<file path="config.mk">
export PLATFORM = sky130hd
export DESIGN_NAME = inst_encoder
export DESIGN_NICKNAME = d
export VERILOG_FILES = /design/src/rtl/inst_encoder_pkg.sv /design/src/rtl/inst_encoder_enc_fields.sv /design/src/rtl/inst_encoder.sv
export SDC_FILE = /design/constraint.sdc
export NUM_CORES = 1
export LEC_CHECK = 0
export BUFFER_PORTS_ARGS = -buffer_cell sky130_fd_sc_hd__buf_4
export CAP_MARGIN = 5
export CORE_MARGIN = 8
export CORE_UTILIZATION = 49
export DETAILED_ROUTE_END_ITERATION = 8
export PLACE_DENSITY = 0.76
export SLEW_MARGIN = 25
export SYNTH_ARGS = -nofsm -noshare
export SYNTH_HDL_FRONTEND = slang
export SYNTH_SLANG_ARGS = --single-unit
</file>
<file path="constraint.sdc">
create_clock -name clk -period 2.1 [get_ports clk]
set_clock_uncertainty 0.1 [all_clocks]
set_input_delay 0.42 -clock clk [delete_from_list [all_inputs] [get_ports clk]]
set_output_delay 0.42 -clock clk [all_outputs]
set_load 0.01 [all_outputs]
</file>
<file path="src/rtl/inst_encoder_pkg.sv">
// Shared RV32I encoding definitions: opcodes, instruction classes and encoder session states.
// Latency: none (definitions only); backpressure: n/a.
package inst_encoder_pkg;

  localparam logic [6:0] OPC_OP     = 7'b0110011;
  localparam logic [6:0] OPC_OP_IMM = 7'b0010011;
  localparam logic [6:0] OPC_LOAD   = 7'b0000011;
  localparam logic [6:0] OPC_STORE  = 7'b0100011;
  localparam logic [6:0] OPC_BRANCH = 7'b1100011;
  localparam logic [6:0] OPC_JAL    = 7'b1101111;
  localparam logic [6:0] OPC_JALR   = 7'b1100111;
  localparam logic [6:0] OPC_LUI    = 7'b0110111;
  localparam logic [6:0] OPC_AUIPC  = 7'b0010111;

  typedef enum logic [3:0] {
    CLS_REG    = 4'd0,
    CLS_IMM    = 4'd1,
    CLS_LOAD   = 4'd2,
    CLS_STORE  = 4'd3,
    CLS_BRANCH = 4'd4,
    CLS_JAL    = 4'd5,
    CLS_JALR   = 4'd6,
    CLS_LUI    = 4'd7,
    CLS_AUIPC  = 4'd8
  } inst_class_e;

  typedef enum logic [1:0] {
    ST_IDLE = 2'd0,
    ST_RUN  = 2'd1,
    ST_FULL = 2'd2
  } enc_state_e;

  // funct7 as the decoder sees it: only bit 5 carries meaning.
  function automatic logic [6:0] funct7_alt(input logic alt);
    return {1'b0, alt, 5'b00000};
  endfunction

endpackage

</file>
<file path="src/rtl/inst_encoder_enc_fields.sv">
// Pure combinational field-to-instruction-word encoder, the inverse of the decoder.
// Latency: 0 cycles; backpressure: none, flags illegal class or misaligned branch/jump targets.
module enc_fields
  import inst_encoder_pkg::*;
(
  input  logic [3:0]  cls,
  input  logic [2:0]  funct3,
  input  logic        alt,
  input  logic [4:0]  rs1,
  input  logic [4:0]  rs2,
  input  logic [4:0]  rd,
  input  logic [31:0] imm,
  output logic [31:0] word,
  output logic        illegal
);

  always_comb begin
    word    = 32'h0;
    illegal = 1'b0;
    case (cls)
      CLS_REG:    word = {funct7_alt(alt), rs2, rs1, funct3, rd, OPC_OP};
      CLS_IMM: begin
        // Shift-immediates reuse the funct7 slot for the arithmetic/logical select.
        if (funct3 == 3'b001 || funct3 == 3'b101)
          word = {funct7_alt(alt), imm[4:0], rs1, funct3, rd, OPC_OP_IMM};
        else
          word = {imm[11:0], rs1, funct3, rd, OPC_OP_IMM};
      end
      CLS_LOAD:   word = {imm[11:0], rs1, funct3, rd, OPC_LOAD};
      CLS_STORE:  word = {imm[11:5], rs2, rs1, funct3, imm[4:0], OPC_STORE};
      CLS_BRANCH: begin
        word    = {imm[12], imm[10:5], rs2, rs1, funct3, imm[4:1], imm[11], OPC_BRANCH};
        illegal = imm[0];
      end
      CLS_JAL: begin
        word    = {imm[20], imm[10:1], imm[11], imm[19:12], rd, OPC_JAL};
        illegal = imm[0];
      end
      CLS_JALR:   word = {imm[11:0], rs1, 3'b000, rd, OPC_JALR};
      CLS_LUI:    word = {imm[31:12], rd, OPC_LUI};
      CLS_AUIPC:  word = {imm[31:12], rd, OPC_AUIPC};
      default:    illegal = 1'b1;
    endcase
  end

endmodule

</file>
<file path="src/rtl/inst_encoder.sv">
// Session-based instruction encoder writing one encoded word per accepted field set to memory.
// Latency: 1 cycle input-to-mem_we; backpressure: outputs hold while mem_ready is low, in_ready drops.
module inst_encoder
  import inst_encoder_pkg::*;
#(
  parameter logic [31:0] BASE_ADDR = 32'h0,
  parameter int          DEPTH     = 256
) (
  input  logic                         clk,
  input  logic                         rst_n,
  input  logic                         start,
  input  logic                         clear,
  input  logic                         in_valid,
  output logic                         in_ready,
  input  logic [3:0]                   in_class,
  input  logic [2:0]                   in_funct3,
  input  logic                         in_alt,
  input  logic [4:0]                   in_rs1,
  input  logic [4:0]                   in_rs2,
  input  logic [4:0]                   in_rd,
  input  logic [31:0]                  in_imm,
  output logic                         mem_we,
  input  logic                         mem_ready,
  output logic [31:0]                  mem_addr,
  output logic [31:0]                  mem_wdata,
  output logic [$clog2(DEPTH+1)-1:0]   count,
  output logic                         busy,
  output logic                         full,
  output logic                         err
);

  localparam int              CW      = $clog2(DEPTH + 1);
  localparam logic [CW:0]     DEPTH_W = (CW + 1)'(DEPTH);

  enc_state_e   state_q, state_d;
  logic [31:0]  enc_word;
  logic         enc_illegal;
  logic         accept, mem_done;
  logic [CW-1:0] count_d;
  logic [CW:0]  occupancy;

  enc_fields u_enc_fields (
    .cls     (in_class),
    .funct3  (in_funct3),
    .alt     (in_alt),
    .rs1     (in_rs1),
    .rs2     (in_rs2),
    .rd      (in_rd),
    .imm     (in_imm),
    .word    (enc_word),
    .illegal (enc_illegal)
  );

  assign mem_done  = mem_we & mem_ready;
  assign accept    = in_valid & in_ready;
  assign count_d   = count + CW'(mem_done);
  // Words already written plus the one sitting in the output register.
  assign occupancy = (CW + 1)'(count) + (CW + 1)'(mem_we);

  always_ff @(posedge clk or negedge rst_n) begin
    if (!rst_n) state_q <= ST_IDLE;
    else        state_q <= state_d;
  end

  always_comb begin
    state_d = state_q;
    if (clear) begin
      state_d = ST_IDLE;
    end else begin
      case (state_q)
        ST_IDLE: if (start) state_d = ST_RUN;
        ST_RUN:  if ({1'b0, count_d} == DEPTH_W) state_d = ST_FULL;
        default: state_d = state_q;
      endcase
    end
  end

  always_comb begin
    busy     = (state_q == ST_RUN);
    full     = (state_q == ST_FULL);
    in_ready = busy && (!mem_we || mem_ready) && (occupancy < DEPTH_W);
  end

  always_ff @(posedge clk or negedge rst_n) begin
    if (!rst_n) begin
      mem_we    <= 1'b0;
      mem_addr  <= BASE_ADDR;
      mem_wdata <= 32'h0;
      count     <= '0;
      err       <= 1'b0;
    end else if (clear) begin
      // A pending word is dropped here; memory never sees it.
      mem_we    <= 1'b0;
      mem_addr  <= BASE_ADDR;
      mem_wdata <= 32'h0;
      count     <= '0;
      err       <= 1'b0;
    end else begin
      count <= count_d;
      if (mem_done) mem_addr <= mem_addr + 32'd4;
      if (accept && !enc_illegal) begin
        mem_we    <= 1'b1;
        mem_wdata <= enc_word;
      end else if (mem_done) begin
        mem_we <= 1'b0;
      end
      if (accept && enc_illegal) err <= 1'b1;
    end
  end

endmodule

</file>
==> key figures <==
Detailed routing
  • Routed vias: approximately 4400
  • Number of vias per cell: between 5 and 6
  • WL per Instance: 17.8 um
  • Initial DRC Count: 302
  • DRC errors left: 0
  • Antenna-violating nets left: 0
  • Routed WL: 13200 um
  • DR pass1 iterations: 5

Synth
  • Synth Area in Adders: 0.851%
  • Synth Area in Compound Gates: 20.0%
  • Mapped Cells: approximately 490
  • EDFF count, synth: 0
  • Largest family of logic cells by synthesized area: simple AND/OR/NAND/NOR gates
  • Mapped Area: 0.00441 sq mm
  • Area leader, netlist: dfrtp_1
  • YS warnings: 0
  • XOR/XNOR Fraction of Synth Area: 7.34%
  • Top-area cell type share of the netlist area: 42.0%
  • Yosys cell types: 58
  • Ranking of synthesized cells by area: dfrtp_1, a21oi_1, nor2_1
  • Area share of and/or/nand/nor cells after synthesis: 21.5%
  • Mapped Avg Cell Area: 8.97 sq um
  • Asr flop ratio synth: 100%
  • Synth Flop Type: dfrtp_1
  • Post-synthesis sequential area ratio: 42.0%
  • Register bit count reported by yosys: 74
  • Mux share of post-synthesis cell area: 3.03%

Clock tree
  • CTS root buf: clkbuf_8
  • TritonCTS Buffers: 9
  • Count of clock tree sinks: 74
  • Worst-Skew Late Latency: 0.34 ns
  • Clk slew on worst S/H paths: ~0.080 ns
  • CTS tree: yes
  • Max Root-Sink Buffers: 2
  • H-Tree Depth: 3

Status
  • Outcome: finished, final reports clean

Setup path
  • Crit path DAT: 2.12 ns
  • CP startpoint kind: flip-flop
  • Critical Path Slowest Stage Cell: dfrtp_1
  • Worst r2r path cells: 9
  • Crit-path max cell delay: 0.38 ns
  • Worst reg2reg endpoint: state_q[1]
  • Req. time, crit path: 2.21 ns
  • Kind of end point of the critical path: flip-flop
  • Crit path top cell by count: ha_1
  • CP Cell Sequence: nand2_1, inv_1, ha_1, ha_1, nand3_2, xnor2_1, and3_1, o21ai_0, o22ai_1
  • Reg2Reg Launch Point: mem_we
  • CP max FO: 5
  • Reg2reg setup slack: 0.09 ns
  • Setup Crit Path Kind: reg -> reg

Layout
  • Commonest non-fill, non-tap cell in the layout: buf_4
  • Antenna Cells: 0
  • Final cell count without fillers: around 750
  • Most frequent cells in the layout: buf_4, dfrtp_1, a21oi_1
  • Share of cells above drive strength 1: 31.2%
  • Nets: 696
  • Area delta synth->final: 33.2%

Floorplanning
  • Die W: 111 um
  • Site row count: 34
  • Core area: ~0.0087 sq mm
  • I/O pins: 139
  • Die span in y: 111 um
  • Full die area: between 0.01 and 0.015 sq mm
  • Initial Util: between 50 and 60%

Global route
  • Initial antenna violation count: 0
  • Met1 GRT Util: 28.0%
  • Largest net degree at the start of global routing: 66
  • M3 GR Usage: approximately 6.1%
  • Vias in the first global route: ~4300
  • Global-route usage over all layers: 21.1%
  • Grt met2 use: 32.3%
  • GRT Max-Usage Layer: met2
  • Total global routing overflow: 0
  • First-pass GRT wire length: 22100 um

Power
  • Worst VDD drop: 455 uV
  • Power per cell area: 536 mW/mm^2
  • Static Leak: approximately 2.7 nW

Placed design
  • Placed cells: 727
  • Port Buffers: 136
  • GP Congestion: 0.933
  • Hpwl dp: between 9000 and 10000 um

Timing
  • Slew at the pin closest to its max-slew limit: about 0.49 ns
  • Total negative setup slack: 0 ns
  • Tmin final: 2.01 ns
  • Final Max Slew Viols: 0
  • Fmax: 0.498 GHz
  • Final setup violation count: 0
  • Tcrit/Tclk final: around 96%
  • RSZ-0062 raised after global routing: false
  • Final Hold Violating Endpoints: 0
  • Rel. slew slack: 66.5%

Hold path
  • Hold Crit Endpoint: mem_addr[12]
  • Class of the worst hold path: in -> reg
  • Hold Crit Depth: 2
  • Hold_sp: clear

Flow run
  • Max-Cap Viols: 0
worst max-delay path by stage:
stage                   start         end  cells past startpoint  slack, ns
floorplan              mem_we  state_q[0]                      9        0.1
global placement    mem_ready  state_q[0]                     10       0.08
detailed placement  mem_ready  state_q[0]                     10     -0.009
CTS                  count[7]    in_ready                      4       0.04
global route         count[7]    in_ready                      4       0.02
finish                 mem_we  state_q[1]                      9       0.09
cells by family after synthesis:
kind of cell | count (synthesis)
mux | 12
simple gates | 179
xor+xnor | 37
other cells | 1
compound gates | 137
buf+inv | 49
flops | 74
fa+ha+maj | 3
flip-flops by register name, indices dropped and copies added, names as in the netlist:
name and flops:
mem_wdata 31, mem_we 1, state_q 2, err 1, mem_addr 30, count 9
final cells by class:
type                    instances  area (sq um)
fillers                       718          2840
multi-input cells             370          2360
flip-flops and latches         74          1850
repair buffers                165          1280
clock buffers                  10           138
well taps                     108           135
clock inverters                 6          65.1
inverters                      12          48.8
metrics by stage:
stage	cell area, sq um	util [%]	setup slack (ns)	total power [mW]	hold WS [ns]
2_1_floorplan	4420	-	0.0951	1.79	0.0244
3_3_place_gp	5640	64.6	0.0752	2.05	0.318
3_5_place_dp	5640	64.6	-0.00912	2.06	0.326
4_1_cts	5850	67.1	0.0443	3.18	0.237
5_1_grt	5880	67.4	0.0172	3.30	0.238
6_report	5880	67.4	0.0921	3.15	0.256
synthesized netlist by cell type (2+ instances only):
| cell type | count |
|---|---|
| dfrtp_1 | 74 |
| a21oi_1 | 63 |
| nor2_1 | 59 |
| a211oi_1 | 25 |
| xor2_1 | 23 |
| nor3_1 | 22 |
| nor2b_1 | 20 |
| nand4_1 | 18 |
| clkbuf_1 | 16 |
| nand2_1 | 14 |
| nand3_1 | 14 |
| xnor2_1 | 14 |
| buf_2 | 13 |
| a22oi_1 | 10 |
| inv_1 | 10 |
| mux2i_1 | 10 |
| o22ai_1 | 9 |
| o21ai_0 | 7 |
| and2_1 | 6 |
| a221oi_1 | 5 |
| buf_4 | 5 |
| and4_1 | 4 |
| nand2b_1 | 4 |
| o22a_1 | 4 |
| ha_1 | 3 |
| a2111oi_0 | 2 |
| a21o_1 | 2 |
| a2bb2oi_1 | 2 |
| and3_1 | 2 |
| buf_1 | 2 |
| nand3b_1 | 2 |
| nor3_2 | 2 |
where the power goes:
| part | total [mW] | leakage [nW] | internal (mW) | switching (mW) |
|---|---|---|---|---|
| Combinational | 0.569 | 1.60 | 0.260 | 0.309 |
| Sequential | 1.47 | 1.03 | 1.45 | 0.0213 |
| Clock | 1.11 | 0.103 | 0.583 | 0.526 |
| Total | 3.15 | 2.73 | 2.29 | 0.856 |
per-layer routing:
layer	share of wire, %	routed length (um)	vias to the layer above
met3	7.8	1030	12
met1	44	5860	2109
met2	47	6160	190
li1	-	-	2060
met4	1.3	173	0
met5	0	0	-
worst max-delay path: cells and delay by family (launching register included):
kind	cells	cell delay [ns]
buffers and inverters	1	0.07
adders and majority gates	2	0.40
DFF	1	0.38
AOI/OAI and AO/OA	2	0.34
and+or+nand+nor	3	0.43
xor gates and xnor gates	1	0.16
timing repair:
item | CTS | global route
hold endpoints to repair | 36 | 0
resized for setup | 0 | 4
endpoints found under the setup margin | 0 | 20
setup buffers | 0 | 1
hold buffers | 1 | 0
Power figures use the tool's default switching activity.
